File: config.mk
export PLATFORM = sky130hd
export DESIGN_NAME = l1_arbiter_flat
export DESIGN_NICKNAME = d
export VERILOG_FILES = /design/src/rtl/l1_arbiter_if.sv /design/src/rtl/l1_arbiter.sv /design/src/flat_wrapper.sv
export SDC_FILE = /design/constraint.sdc
export NUM_CORES = 1
export LEC_CHECK = 0
export BUFFER_PORTS_ARGS = -buffer_cell sky130_fd_sc_hd__buf_4
export CAP_MARGIN = 25
export CORE_UTILIZATION = 39
export DETAILED_ROUTE_END_ITERATION = 8
export PLACE_DENSITY = 0.76
export SLEW_MARGIN = 25
export SYNTH_ARGS = -nofsm -noshare
export SYNTH_HDL_FRONTEND = slang
export SYNTH_SLANG_ARGS = --single-unit
File: constraint.sdc
create_clock -name clk -period 3.2 [get_ports clk]
set_input_delay 0.16 -clock clk [delete_from_list [all_inputs] [get_ports clk]]
set_output_delay 0.16 -clock clk [all_outputs]
set_load 0.01 [all_outputs]
File: src/rtl/l1_arbiter_if.sv
// Bundle of L1 client request/return signals and the L2 request/read channel.
// slave: the arbiter's view; master: the L1 clients and L2 side driving it.
interface l1_arbiter_if #(
   parameter int NUM_PORTS       = 4,
   parameter int ADDR_W          = 32,
   parameter int DATA_W          = 32,
   parameter int MAX_OUTSTANDING = 4
);
   localparam int CNT_W = $clog2(MAX_OUTSTANDING) + 1;

   logic [NUM_PORTS-1:0]        l1_req;
   logic [NUM_PORTS*ADDR_W-1:0] l1_addr;
   logic [NUM_PORTS-1:0]        l1_rnw;
   logic [NUM_PORTS*3-1:0]      l1_size;
   logic [NUM_PORTS-1:0]        l1_ack;
   logic                        l2_req;
   logic [ADDR_W-1:0]           l2_addr;
   logic                        l2_rnw;
   logic [2:0]                  l2_size;
   logic [1:0]                  l2_id;
   logic                        l2_ack;
   logic                        l2_rd_valid;
   logic [DATA_W-1:0]           l2_rd_data;
   logic [NUM_PORTS-1:0]        l1_rd_valid;
   logic [DATA_W-1:0]           l1_rd_data;
   logic                        l1_rd_last;
   logic                        spurious_rd;
   // Debug view of the read-tracking FIFO occupancy.
   logic [CNT_W-1:0]            occupancy;

   modport slave (
      input  l1_req, l1_addr, l1_rnw, l1_size, l2_ack, l2_rd_valid, l2_rd_data,
      output l1_ack, l2_req, l2_addr, l2_rnw, l2_size, l2_id,
             l1_rd_valid, l1_rd_data, l1_rd_last, spurious_rd, occupancy
   );

   modport master (
      output l1_req, l1_addr, l1_rnw, l1_size, l2_ack, l2_rd_valid, l2_rd_data,
      input  l1_ack, l2_req, l2_addr, l2_rnw, l2_size, l2_id,
             l1_rd_valid, l1_rd_data, l1_rd_last, spurious_rd, occupancy
   );
endinterface

File: src/rtl/l1_arbiter.sv
// L1-to-L2 request arbiter with in-order read return routing.
// Define L1_ARB_FIXED_PRIORITY_EN for fixed priority (lowest id wins); default is round-robin.
module l1_arbiter #(
   parameter int NUM_PORTS       = 4,
   parameter int ADDR_W          = 32,
   parameter int DATA_W          = 32,
   parameter int MAX_OUTSTANDING = 4
) (
   input logic         clk,
   input logic         rst_n,
   l1_arbiter_if.slave bus
);
   localparam int PORT_W = (NUM_PORTS > 1) ? $clog2(NUM_PORTS) : 1;
   localparam int PTR_W  = (MAX_OUTSTANDING > 1) ? $clog2(MAX_OUTSTANDING) : 1;
   localparam int CNT_W  = $clog2(MAX_OUTSTANDING) + 1;
   localparam int ID_W   = 2;
   localparam int BEAT_W = 6;

   // Handshake: a client holds l1_req (and its fields) until it sees a one-cycle
   // l1_ack; l2_req and its fields stay stable until the cycle L2 asserts l2_ack.

   logic [ADDR_W-1:0]    addr_arr [NUM_PORTS];
   logic [2:0]           size_arr [NUM_PORTS];
   logic [NUM_PORTS-1:0] eligible;
   logic [PORT_W-1:0]    ptr_q;
   logic [PORT_W-1:0]    winner;
   logic [PORT_W-1:0]    cand;
   logic                 grant_valid;
   logic                 grant;
   logic                 slot_free;
   logic                 fifo_full;
   logic                 push;
   logic                 pop;
   logic                 rd_hit;

   logic                 l2_req_q;
   logic [ADDR_W-1:0]    l2_addr_q;
   logic                 l2_rnw_q;
   logic [2:0]           l2_size_q;
   logic [ID_W-1:0]      l2_id_q;

   logic [ID_W-1:0]      id_mem   [MAX_OUTSTANDING];
   logic [2:0]           size_mem [MAX_OUTSTANDING];
   logic [PTR_W-1:0]     wr_ptr_q;
   logic [PTR_W-1:0]     rd_ptr_q;
   logic [CNT_W-1:0]     cnt_q;
   logic [BEAT_W-1:0]    beat_q;
   logic [BEAT_W-1:0]    beats_m1;
   logic [ID_W-1:0]      head_id;
   logic [2:0]           head_size;
   logic                 spurious_q;

   for (genvar g = 0; g < NUM_PORTS; g++) begin : g_unpack
      assign addr_arr[g] = bus.l1_addr[g*ADDR_W +: ADDR_W];
      assign size_arr[g] = bus.l1_size[g*3 +: 3];
   end

   // Fullness uses registered occupancy only, so a same-cycle pop never admits a read.
   assign fifo_full = (cnt_q == CNT_W'(MAX_OUTSTANDING));
   assign eligible  = bus.l1_req & (~bus.l1_rnw | {NUM_PORTS{~fifo_full}});
   assign slot_free = !l2_req_q || bus.l2_ack;

   always_comb begin
      grant_valid = 1'b0;
      winner      = '0;
      cand        = '0;
`ifdef L1_ARB_FIXED_PRIORITY_EN
      for (int i = NUM_PORTS - 1; i >= 0; i--) begin
         cand = PORT_W'(i);
         if (eligible[cand]) begin
            grant_valid = 1'b1;
            winner      = cand;
         end
      end
`else
      // Scan backwards so the last hit is the first eligible client after ptr_q.
      for (int off = NUM_PORTS; off >= 1; off--) begin
         cand = PORT_W'((int'(ptr_q) + off) % NUM_PORTS);
         if (eligible[cand]) begin
            grant_valid = 1'b1;
            winner      = cand;
         end
      end
`endif
   end

   assign grant = rst_n && slot_free && grant_valid;
   assign push  = grant && bus.l1_rnw[winner];

   assign head_id   = id_mem[rd_ptr_q];
   assign head_size = size_mem[rd_ptr_q];

   always_comb begin
      case (head_size)
         3'd0:    beats_m1 = 6'd0;
         3'd1:    beats_m1 = 6'd3;
         3'd2:    beats_m1 = 6'd7;
         3'd3:    beats_m1 = 6'd15;
         3'd4:    beats_m1 = 6'd31;
         default: beats_m1 = 6'd63;
      endcase
   end

   assign rd_hit = bus.l2_rd_valid && (cnt_q != '0);
   assign pop    = rd_hit && (beat_q == beats_m1);

   assign bus.l1_ack      = grant ? (NUM_PORTS'(1) << winner) : '0;
   assign bus.l2_req      = l2_req_q;
   assign bus.l2_addr     = l2_addr_q;
   assign bus.l2_rnw      = l2_rnw_q;
   assign bus.l2_size     = l2_size_q;
   assign bus.l2_id       = l2_id_q;
   assign bus.l1_rd_valid = rd_hit ? (NUM_PORTS'(1) << head_id) : '0;
   assign bus.l1_rd_data  = rd_hit ? bus.l2_rd_data : '0;
   assign bus.l1_rd_last  = pop;
   assign bus.spurious_rd = spurious_q;
   assign bus.occupancy   = cnt_q;

   always_ff @(posedge clk or negedge rst_n) begin
      if (!rst_n) begin
         l2_req_q   <= 1'b0;
         l2_addr_q  <= '0;
         l2_rnw_q   <= 1'b0;
         l2_size_q  <= '0;
         l2_id_q    <= '0;
         ptr_q      <= PORT_W'(NUM_PORTS - 1);
         wr_ptr_q   <= '0;
         rd_ptr_q   <= '0;
         cnt_q      <= '0;
         beat_q     <= '0;
         spurious_q <= 1'b0;
      end else begin
         if (grant) begin
            l2_req_q  <= 1'b1;
            l2_addr_q <= addr_arr[winner];
            l2_rnw_q  <= bus.l1_rnw[winner];
            l2_size_q <= size_arr[winner];
            l2_id_q   <= ID_W'(winner);
`ifndef L1_ARB_FIXED_PRIORITY_EN
            ptr_q     <= winner;
`endif
         end else if (bus.l2_ack) begin
            l2_req_q <= 1'b0;
         end
         if (push) wr_ptr_q <= wr_ptr_q + 1'b1;
         if (pop)  rd_ptr_q <= rd_ptr_q + 1'b1;
         cnt_q <= cnt_q + CNT_W'(push) - CNT_W'(pop);
         if (pop)         beat_q <= '0;
         else if (rd_hit) beat_q <= beat_q + 1'b1;
         if (bus.l2_rd_valid && (cnt_q == '0)) spurious_q <= 1'b1;
      end
   end

   always_ff @(posedge clk) begin
      if (push) begin
         id_mem[wr_ptr_q]   <= ID_W'(winner);
         size_mem[wr_ptr_q] <= size_arr[winner];
      end
   end
endmodule

File: src/flat_wrapper.sv
// flat-port wrapper written by rule: the top's interface ports become plain ports
module l1_arbiter_flat 
#(
   parameter int NUM_PORTS       = 4,
   parameter int ADDR_W          = 32,
   parameter int DATA_W          = 32,
   parameter int MAX_OUTSTANDING = 4
)
  (clk, rst_n, bus_l1_req, bus_l1_addr, bus_l1_rnw, bus_l1_size, bus_l2_ack, bus_l2_rd_valid, bus_l2_rd_data, bus_l1_ack, bus_l2_req, bus_l2_addr, bus_l2_rnw, bus_l2_size, bus_l2_id, bus_l1_rd_valid, bus_l1_rd_data, bus_l1_rd_last, bus_spurious_rd, bus_occupancy);
  l1_arbiter_if #(.NUM_PORTS(NUM_PORTS), .ADDR_W(ADDR_W), .DATA_W(DATA_W), .MAX_OUTSTANDING(MAX_OUTSTANDING)) bus_i ();
  input logic clk;
  input logic rst_n;
  input wire logic [$bits(bus_i.l1_req)-1:0] bus_l1_req;
  input wire logic [$bits(bus_i.l1_addr)-1:0] bus_l1_addr;
  input wire logic [$bits(bus_i.l1_rnw)-1:0] bus_l1_rnw;
  input wire logic [$bits(bus_i.l1_size)-1:0] bus_l1_size;
  input wire logic [$bits(bus_i.l2_ack)-1:0] bus_l2_ack;
  input wire logic [$bits(bus_i.l2_rd_valid)-1:0] bus_l2_rd_valid;
  input wire logic [$bits(bus_i.l2_rd_data)-1:0] bus_l2_rd_data;
  output wire logic [$bits(bus_i.l1_ack)-1:0] bus_l1_ack;
  output wire logic [$bits(bus_i.l2_req)-1:0] bus_l2_req;
  output wire logic [$bits(bus_i.l2_addr)-1:0] bus_l2_addr;
  output wire logic [$bits(bus_i.l2_rnw)-1:0] bus_l2_rnw;
  output wire logic [$bits(bus_i.l2_size)-1:0] bus_l2_size;
  output wire logic [$bits(bus_i.l2_id)-1:0] bus_l2_id;
  output wire logic [$bits(bus_i.l1_rd_valid)-1:0] bus_l1_rd_valid;
  output wire logic [$bits(bus_i.l1_rd_data)-1:0] bus_l1_rd_data;
  output wire logic [$bits(bus_i.l1_rd_last)-1:0] bus_l1_rd_last;
  output wire logic [$bits(bus_i.spurious_rd)-1:0] bus_spurious_rd;
  output wire logic [$bits(bus_i.occupancy)-1:0] bus_occupancy;
  assign bus_i.l1_req = bus_l1_req;
  assign bus_i.l1_addr = bus_l1_addr;
  assign bus_i.l1_rnw = bus_l1_rnw;
  assign bus_i.l1_size = bus_l1_size;
  assign bus_i.l2_ack = bus_l2_ack;
  assign bus_i.l2_rd_valid = bus_l2_rd_valid;
  assign bus_i.l2_rd_data = bus_l2_rd_data;
  assign bus_l1_ack = bus_i.l1_ack;
  assign bus_l2_req = bus_i.l2_req;
  assign bus_l2_addr = bus_i.l2_addr;
  assign bus_l2_rnw = bus_i.l2_rnw;
  assign bus_l2_size = bus_i.l2_size;
  assign bus_l2_id = bus_i.l2_id;
  assign bus_l1_rd_valid = bus_i.l1_rd_valid;
  assign bus_l1_rd_data = bus_i.l1_rd_data;
  assign bus_l1_rd_last = bus_i.l1_rd_last;
  assign bus_spurious_rd = bus_i.spurious_rd;
  assign bus_occupancy = bus_i.occupancy;
  l1_arbiter #(.NUM_PORTS(NUM_PORTS), .ADDR_W(ADDR_W), .DATA_W(DATA_W), .MAX_OUTSTANDING(MAX_OUTSTANDING)) u_core (.clk(clk), .rst_n(rst_n), .bus(bus_i));
endmodule
==> results.json, run 1 <==
{
  "ys_ff_latch": 75,
  "synth_ff_type": "dfrtp_1",
  "die_h_um": 109.2,
  "arrival_ps": 3300,
  "ir_drop_mv": 0.5665,
  "worstSetupPathType": "register to register",
  "clk_pin_slew_ps": 60,
  "ctsHtreeMaxLevel": 3,
  "synthesis.area_um2": 4482,
  "r2r_slack_ps": 160,
  "p_per_area_nw_per_um2": 771.4,
  "r2r_cells": 12,
  "first_pass_iters": 4,
  "power_leakage_uw": 0.003657,
  "drt-total-wl_um": 13430,
  "cts-hold-fix-buffers": 0,
  "grt_usage_pct": 22.44,
  "grt_max_degree": 74,
  "rr_startpoint": "u_core.rd_ptr_q[0]$_DFFE_PN0N_",
  "cp-start-kind": "register",
  "dpl-instance-area_um2": 6594,
  "grt_pass1_wl_um": 20130,
  "postLayoutSetupSlackWorst_ps": 161.3,
  "fmax_mhz": 329.1,
  "cp_data_required_time_ps": 3460,
  "stdcell_area_um2": 6945,
  "netlist_top_cells_area": "dfrtp_1, mux2i_1, edfxtp_1",
  "antenna_found_initial": 0,
  "status": "finished clean",
  "via_per_inst": 5.123,
  "synth_cells": 398,
  "grt_pass1_vias": 4096,
  "synth-edff-count": 20,
  "fin_crit_sh_pct": 94.96,
  "syn_nets": 590,
  "final_nets": 852,
  "cts_tree": "done",
  "ys_top_cells_by_count": "mux2i_1, dfrtp_1, and2_1",
  "grt_setup_unrepaired": "false",
  "clock_latency_ps": 330,
  "layout-drive-gt1-share_pct": 47.67,
  "cp-end-kind": "register",
  "clock-sinks": 75,
  "cts_buffers": 9,
  "worst_pin_slew_ps": 716.4,
  "timing.rr.end": "u_core.bus.occupancy[2]$_DFF_PN0_",
  "rows": 38,
  "synth_warnings": 0,
  "fin_skew_ps": 5.274,
  "seq_area_frac_synth_pct": 44.17,
  "post_drt_wl_per_cell_um": 16.68,
  "diodes": 0,
  "dp_hpwl_um": 10420,
  "slew_viol_final": 0,
  "crit_path_start": "u_core.rd_ptr_q[0]$_DFFE_PN0N_",
  "cts_root_buf": "clkbuf_16",
  "die-area_um2": 11920,
  "pre_cts_ws_ps": 78.40,
  "start_util_pct": 40.63,
  "vias": 4124,
  "area_growth_pct": 54.97,
  "crit_fanout": 6,
  "synth.top_cell.area_share_pct": 29.59,
  "die_w_um": 109.2,
  "antenna_left": 0,
  "synthArstFlopShare_pct": 73.33,
  "clockBufferDepth": 2,
  "setup_viol": 0,
  "finalSetupTns_ps": 0,
  "period_needed_ps": 3039,
  "hold_viol": 0,
  "drt_iter0_drc": 116,
  "maxCapViolations": 0,
  "finalWeightedCongestion": 0.7953,
  "port_buffers": 267,
  "route.detailed.drc": 0,
  "num_io_pins": 268,
  "min_path_type": "input port to async pin",
  "endpoint": "u_core.bus.occupancy[2]$_DFF_PN0_",
  "power_uw": 5358,
  "core_area_um2": 11030,
  "maxSlewHeadroom_pct": 52.24,
  "yosysTopAreaCell": "dfrtp_1",
  "yosysMostFrequentCell": "mux2i_1",
  "synth_cell_type_count": 48,
  "avgSynthCellArea_um2": 11.26,
  "grt_remaining_overflow": 0
}
[final cells by class]
class,count,area (um2)
clock inverter,6,72.57
inverter,12,45.04
fill,909,4085
timing repair buffer,278,2107
sequential,75,1981
clock buffer,10,239.0
tap,140,175.2
multi-input combinational,284,2326
[layout by cell type, fill, tap and decap left out, types with 2 or more instances in the layout]
cell         n
buf_4      277
mux2i_1     75
dfrtp_1     52
and2_1      35
o22ai_1     34
a21o_1      34
edfxtp_1    20
nand2_1     16
inv_1       12
nor2_1      10
clkbuf_16    9
ha_1         7
nor3_1       5
mux4_2       5
xor2_1       5
o21ai_0      4
nand2b_1     4
xnor2_1      4
nor2b_1      4
nand4bb_1    3
nand3_1      3
and3_1       3
a21oi_1      3
mux2_2       3
clkinv_4     3
nor3b_1      2
a221oi_4     2
nor2b_2      2
nand4_1      2
dfstp_2      2
[how the worst min path moves through the flow]
stage                                from  slack, ps  depth (start not counted)                                 end
after global placement              rst_n        370                          2   u_core.bus.occupancy[1]$_DFF_PN0_
after detailed placement            rst_n        370                          2   u_core.bus.occupancy[0]$_DFF_PN0_
after floorplan                     rst_n       -140                          0        u_core.beat_q[0]$_DFFE_PN0P_
after global routing      bus_l2_rd_valid         40                          2  u_core.bus.spurious_rd$_DFFE_PN0P_
final                               rst_n          1                          2   u_core.bus.occupancy[2]$_DFF_PN0_
after CTS                           rst_n         10                          2   u_core.bus.occupancy[1]$_DFF_PN0_
[routing by layer]
layer | track usage [%] | up-vias | part of all wire, %
met2 | 42.05 | 184 | 53
met3 | 4.603 | 17 | 7.3
li1 | - | 1976 | -
met5 | 0 | - | 0
met1 | 24.54 | 1947 | 37
met4 | 8.857 | 0 | 2.0
[sequential cells by signal, summed over array words and instances, names as in the netlist]
name and count:
u_core.bus.l2_addr 32, u_core.ptr_q 2, u_core.bus.l2_rnw 1, u_core.bus.l2_id 2, u_core.bus.l2_req 1, u_core.beat_q 6, u_core.wr_ptr_q 2, u_core.rd_ptr_q 2
u_core.bus.spurious_rd 1, u_core.bus.occupancy 3, u_core.bus.l2_size 3, u_core.size_mem 12, u_core.id_mem 8
[kinds of logic (layout without fill, tap and decap cells)]
logic type / after synthesis / count (layout) / share of synthesized area, %
buffers and inverters: 39 / 306 / 4.606
flip-flops: 75 / 75 / 44.17
multiplexers: 84 / 84 / 20.27
XOR/XNOR: 9 / 9 / 1.759
adder cells (fa/ha/maj): 8 / 8 / 2.401
AO/OA/AOI/OAI: 87 / 87 / 14.49
AND/OR/NAND/NOR: 96 / 96 / 12.31
[worst max-delay path, cell delays in order, from the launching register on]
cell	delay, ps
dfrtp_2	420
mux4_2	580
nor2_2	180
a221oi_1	110
o22ai_1	220
a21oi_2	70
and2_1	180
ha_1	270
inv_1	40
ha_1	180
fa_1	380
xnor2_1	200
xnor2_1	130
[timing repair]
| action | 4_1_cts | 5_1_grt |
|---|---|---|
| buffers inserted | 0 | 2 |
| gates resized for setup | 0 | 6 |
| setup endpoints to repair | 0 | 1 |
[per-stage QoR]
stage / utilization [%] / cells / hold slack, ps
floorplan: - / 398 / -135.6
global placement: 59.78 / 787 / 374.0
finish: 62.97 / 805 / 1.224
detailed placement: 59.78 / 787 / 369.5
CTS: 62.60 / 803 / 13.32
global route: 62.97 / 805 / 35.86
[report_power, final]
part / internal (uW) / switching [uW]
sequential: 1390 / 292
combinational: 1380 / 1250
clock: 632 / 411
Power figures use the tool's default switching activity.
==> run 2: changes to the inputs <==
- CORE_ASPECT_RATIO: unset -> 0.9
- CTS_BUF_LIST: unset -> sky130_fd_sc_hd__clkbuf_4
- CTS_CLUSTER_DIAMETER: unset -> 60
==> run 2 against run 1 <==
  * Hold slack improved by 46 ps
  * Largest cell class unchanged
  * Non-clock buffer count grew 5
  * Highest routed layer unchanged
  * Combinational power about the same
  * Worst setup slack got worse by 61 ps
  * Sequential share of layout area is 0.37 points higher
  * Count of clock-buffer cells in the layout increased by 2
  * Largest power group unchanged
  * Clock power fell by 35%
  * Die area is essentially flat
  * Global-route usage decreased by 0.99 points
  * Final area down 1.2%
==> results.json, run 2 (synthesis gave the netlist of run 1 again) <==
{
  "route.detailed.drc": 0,
  "layoutNonFillerInstCount": 823,
  "slew_viol_final": 0,
  "max_stage_delay_ps": 580,
  "grt_remaining_overflow": 0,
  "cts_root_buf": "clkbuf_4",
  "grt_pass1_vias": 4171,
  "core_area_um2": 10990,
  "use_met1_pct": 23.25,
  "area_growth_pct": 53.18,
  "cp-start-kind": "register",
  "period_needed_ps": 3100,
  "critical_path.cell_chain": "mux4_2, buf_4, nor4_1, nor2_1, a21oi_2, and2_1, ha_1, inv_1, ha_1, fa_1, xnor2_2, xnor2_1",
  "cp_data_required_time_ps": 3540,
  "cp-end-kind": "register",
  "clockBufferDepth": 2,
  "num_io_pins": 268,
  "status": "finished clean",
  "cp_common_cell": "ha_1",
  "vias": 4079,
  "grt_max_degree": 56,
  "post_drt_wl_per_cell_um": 15.27,
  "arrival_ps": 3440,
  "maxSlewHeadroom_pct": 52.44,
  "largest_reg_flops": 32,
  "setup_viol": 0,
  "grt_pass1_wl_um": 19970,
  "rows": 36,
  "antenna_found_initial": 0,
  "first_pass_iters": 4,
  "finalWeightedCongestion": 0.8076,
  "maxCapViolations": 0,
  "die-area_um2": 11930,
  "min_path_type": "input port to register",
  "worst_pin_slew_ps": 713.4,
  "cts_buffers": 9,
  "mostFrequentLayoutCells": "buf_4, mux2i_1, dfrtp_1",
  "dp_hpwl_um": 9947,
  "hold_viol": 0,
  "clock-sinks": 75,
  "crit_fanout": 6,
  "dp_cells": 800,
  "layout_commonest_cell": "buf_4",
  "drt_iter0_drc": 140,
  "grt_use_met2_pct": 40.36,
  "die_h_um": 103.7,
  "ctsHtreeMaxLevel": 3,
  "fin_skew_ps": 15.21,
  "finalSetupTns_ps": 0,
  "drt-total-wl_um": 12570,
  "fin_crit_sh_pct": 96.86,
  "final_nets": 857,
  "p_per_area_nw_per_um2": 726.8,
  "postLayoutSetupSlackWorst_ps": 100.4,
  "worstSetupPathType": "register to register",
  "fmax_mhz": 322.6,
  "clock_latency_ps": 420,
  "slowest_stage": "mux4_2",
  "grt_busiest_layer": "met2",
  "start_util_pct": 40.78,
  "clk_pin_slew_ps": 110,
  "cts_tree": "done",
  "pre_cts_ws_ps": 88.80,
  "grt_usage_pct": 21.45,
  "power_leakage_uw": 0.003619,
  "grt_util_met3_pct": 6.319,
  "port_buffers": 267,
  "ir_drop_mv": 0.4240,
  "antenna_left": 0,
  "layout-drive-gt1-share_pct": 48.51,
  "via_per_inst": 4.956,
  "die_w_um": 115
}
-- run 2: cell types whose count changed in the layout (fill, tap and decap cells not counted), sizes merged --
cell	delta
dlygate4sd3	+2
buf	+3
bufinv	+1
clkbuf	+2
diode	+1
clkinv	-3
-- run 2: power by group --
group | switching [uW] | internal [uW]
registers | 294 | 1390
logic | 1230 | 1400
clock network | 331 | 347
total | 1860 | 3130
-- run 2: cell type report --
cell class,count,area [um2]
Clock inverter,4,76.32
Timing Repair Buffer,283,2137
Clock buffer,12,90.09
Tap cell,152,190.2
Multi-Input combinational cell,284,2341
Sequential cell,75,1983
Inverter,12,45.04
Fill cell,919,4125
Antenna cell,1,2.502
-- run 2: metal layers --
metal,part of all wire [%],vias to the layer above
met3,7.3,15
met1,37,1907
li1,-,1989
met5,0,-
met2,54,168
met4,1.1,0
-- run 2: repair_timing --
action | CTS | global route
cloned | 0 | 0
hold buffers | 2 | 0
gates resized for setup | 1 | 11
pin swaps | 0 | 1
buffers inserted | 0 | 4
hold endpoints to repair | 55 | 0
endpoints found under the setup margin | 2 | 5
-- run 2: critical path: cells and delay by family (launching register included) --
kind            cells  cell delay [ps]
flops               1              440
fa+ha+maj           3              710
mux                 1              580
xor+xnor            2              330
buf+inv             2              210
simple gates        3              540
compound gates      1              200
-- run 2: path summary, 6_finish.rpt --
kind	depth (start not counted)	slack, ps	start	to
setup reg to reg	12	100	u_core.rd_ptr_q[0]$_DFFE_PN0N_	u_core.bus.occupancy[2]$_DFF_PN0_
setup / recovery	12	100	u_core.rd_ptr_q[0]$_DFFE_PN0N_	u_core.bus.occupancy[2]$_DFF_PN0_
hold reg to reg	1	480	u_core.bus.spurious_rd$_DFFE_PN0P_	u_core.bus.spurious_rd$_DFFE_PN0P_
min in group asynchronous	3	440	rst_n	u_core.beat_q[4]$_DFFE_PN0P_
max in group asynchronous	3	2260	rst_n	u_core.bus.l2_req$_DFFE_PN0P_
hold / removal	3	50	bus_l2_ack	u_core.bus.l2_req$_DFFE_PN0P_
-- run 2: metrics by stage --
stage	area (um2)	utilization, %	hold WS, ps	power (uW)
3_3_place_gp	6604	60.09	363.5	4182
5_1_grt	6863	62.44	46.36	5317
2_1_floorplan	4482	-	-135.6	3247
3_5_place_dp	6604	60.09	368.5	4289
6_report	6865	62.47	47.33	4990
4_1_cts	6794	61.82	21.45	4971
==> run 3: changes to the inputs <==
- PLACE_DENSITY: 0.76 -> 0.73
- SKIP_LAST_GASP: unset -> 1
- clock period: 3.2 -> 3.8 ns (I/O delays scaled with it)
==> run 3 against run 2 <==
  * Combinational power shrank 17%
  * Worst setup slack gained 290 ps
  * Non-clock buffer count shrank 8
  * Hold slack gained 46 ps
  * Via count grew 1.3%
  * Count of clock-buffer cells in the layout shrank 3
  * Register-to-register slack gained 290 ps
  * Routed wire length grew 4.8%
  * Largest cell class unchanged
==> results.json, run 3 (synthesis gave the netlist of run 1 again) <==
{
  "first_pass_iters": 4,
  "hold_depth": 3,
  "postCtsSetupBuffers": 0,
  "largest_reg_flops": 32,
  "grt_pass1_wl_um": 20160,
  "slew_viol_final": 0,
  "drt-total-wl_um": 13180,
  "clk_pin_slew_ps": 130,
  "maxCapViolations": 0,
  "ir_drop_mv": 0.3595,
  "hold_viol": 0,
  "seq_area_um2": 1979,
  "grt_remaining_overflow": 0,
  "dp_hpwl_um": 10340,
  "maxSlewHeadroom_pct": 52.27,
  "cts_tree": "done",
  "antenna_found_initial": 0,
  "ctsHtreeMaxLevel": 3,
  "diodes": 0,
  "dpl-instance-area_um2": 6586,
  "rr_startpoint": "u_core.rd_ptr_q[0]$_DFFE_PN0N_",
  "core_area_um2": 10990,
  "mostFrequentLayoutCells": "buf_4, mux2i_1, dfrtp_1",
  "drt_iter0_drc": 83,
  "r2r_cells": 12,
  "cp-end-kind": "register",
  "setup_viol": 0,
  "multiInputGateArea_um2": 2315,
  "antenna_left": 0,
  "grt_setup_unrepaired": "false",
  "hold_start": "bus_l2_ack",
  "clock-sinks": 75,
  "fin_crit_sh_pct": 89.78,
  "clockBufferDepth": 2,
  "cts_buffers": 9,
  "start_util_pct": 40.78,
  "num_io_pins": 268,
  "cp_data_required_time_ps": 4130,
  "min_path_type": "input port to register",
  "crit_fanout": 7,
  "fin_skew_ps": 27.15,
  "p_per_area_nw_per_um2": 609.7,
  "rows": 36,
  "via_per_inst": 5.084,
  "arrival_ps": 3750,
  "stdcell_area_um2": 6759,
  "r2r_slack_ps": 390,
  "vias": 4133,
  "die-area_um2": 11930,
  "worst_pin_slew_ps": 715.9,
  "fin_util_pct": 61.50,
  "grt_usage_pct": 21.83,
  "num-fill-cells": 945,
  "route.detailed.drc": 0,
  "clock_latency_ps": 400,
  "cp-start-kind": "register",
  "cts_root_buf": "clkbuf_4",
  "power_leakage_uw": 0.003570,
  "grt_pass1_vias": 4080,
  "die_h_um": 103.7,
  "worstSetupPathType": "register to register",
  "fmax_mhz": 293.1,
  "area_growth_pct": 50.81,
  "grt_max_degree": 74,
  "pre_cts_ws_ps": 402.8,
  "cts_resized": 0,
  "layout-drive-gt1-share_pct": 46.44,
  "die_w_um": 115,
  "timing.rr.end": "u_core.bus.occupancy[2]$_DFF_PN0_",
  "finalSetupTns_ps": 0,
  "postLayoutSetupSlackWorst_ps": 388.4,
  "post_drt_wl_per_cell_um": 16.21,
  "final_nets": 849,
  "power_uw": 4121,
  "status": "finished clean",
  "port_buffers": 267,
  "finalWeightedCongestion": 0.8439,
  "period_needed_ps": 3412,
  "layout_commonest_cell": "buf_4",
  "hold_end": "u_core.bus.l2_req$_DFFE_PN0P_"
}
## run 3: cell count changes in the layout (fill, tap and decap cells not counted), sizes merged
cell,delta
clkbuf,-3
clkinv,+3
diode,-1
buf,-8
clkinvlp,-1
## run 3: repair_timing
action | CTS | global route
hold buffers | 2 | 0
hold endpoints to repair | 54 | 0
setup endpoints to repair | 0 | 0
## run 3: how the worst max path moves through the flow
stage                     slack (ps)                           start                           endpoint
after floorplan                  690  u_core.rd_ptr_q[0]$_DFFE_PN0N_  u_core.bus.occupancy[2]$_DFF_PN0_
after global placement           550  u_core.rd_ptr_q[0]$_DFFE_PN0N_  u_core.bus.occupancy[2]$_DFF_PN0_
after detailed placement         400  u_core.rd_ptr_q[0]$_DFFE_PN0N_  u_core.bus.occupancy[2]$_DFF_PN0_
after CTS                        350  u_core.rd_ptr_q[0]$_DFFE_PN0N_  u_core.bus.occupancy[2]$_DFF_PN0_
after global routing              40  u_core.rd_ptr_q[0]$_DFFE_PN0N_  u_core.bus.occupancy[2]$_DFF_PN0_
final                            390  u_core.rd_ptr_q[0]$_DFFE_PN0N_  u_core.bus.occupancy[2]$_DFF_PN0_
## run 3: routing by layer
layer | track usage [%] | vias to the layer above | share of wire (%)
met3 | 6.437 | 15 | 7.8
met1 | 23.78 | 1943 | 38
li1 | - | 1977 | -
met2 | 40.66 | 198 | 53
met5 | 0 | - | 0
met4 | 5.380 | 0 | 1.5
## run 3: worst max-delay path, cell delays in order, from the launching register on
cell     delay (ps)
dfrtp_1         590
mux4_2          620
nor2_1          200
xor2_1          160
nand3_1         100
a21oi_2         240
and2_1          320
ha_1            170
inv_1            40
ha_1            180
fa_1            380
xnor2_1         190
xnor2_1         140
## run 3: report_power, final
group          total, uW  internal [uW]  leakage, uW  switching, uW
clock network        534            260    0.0000835            274
logic               2170           1140      0.00264           1030
registers           1420           1160     0.000849            256
## run 3: through the flow
stage,hold WS (ps),std cells
floorplan,-105.6,398
finish,92.85,813
CTS,63.07,813
detailed placement,414.1,796
global route,82.16,813
global placement,406.9,796
## run 3: cell type report
type	count	area share, %
multi-input combinational	284	34.25
timing repair buffer	275	30.80
sequential	75	29.29
tap	152	2.814
clock inverter	6	1.185
clock buffer	9	0.9996
inverter	12	0.6664
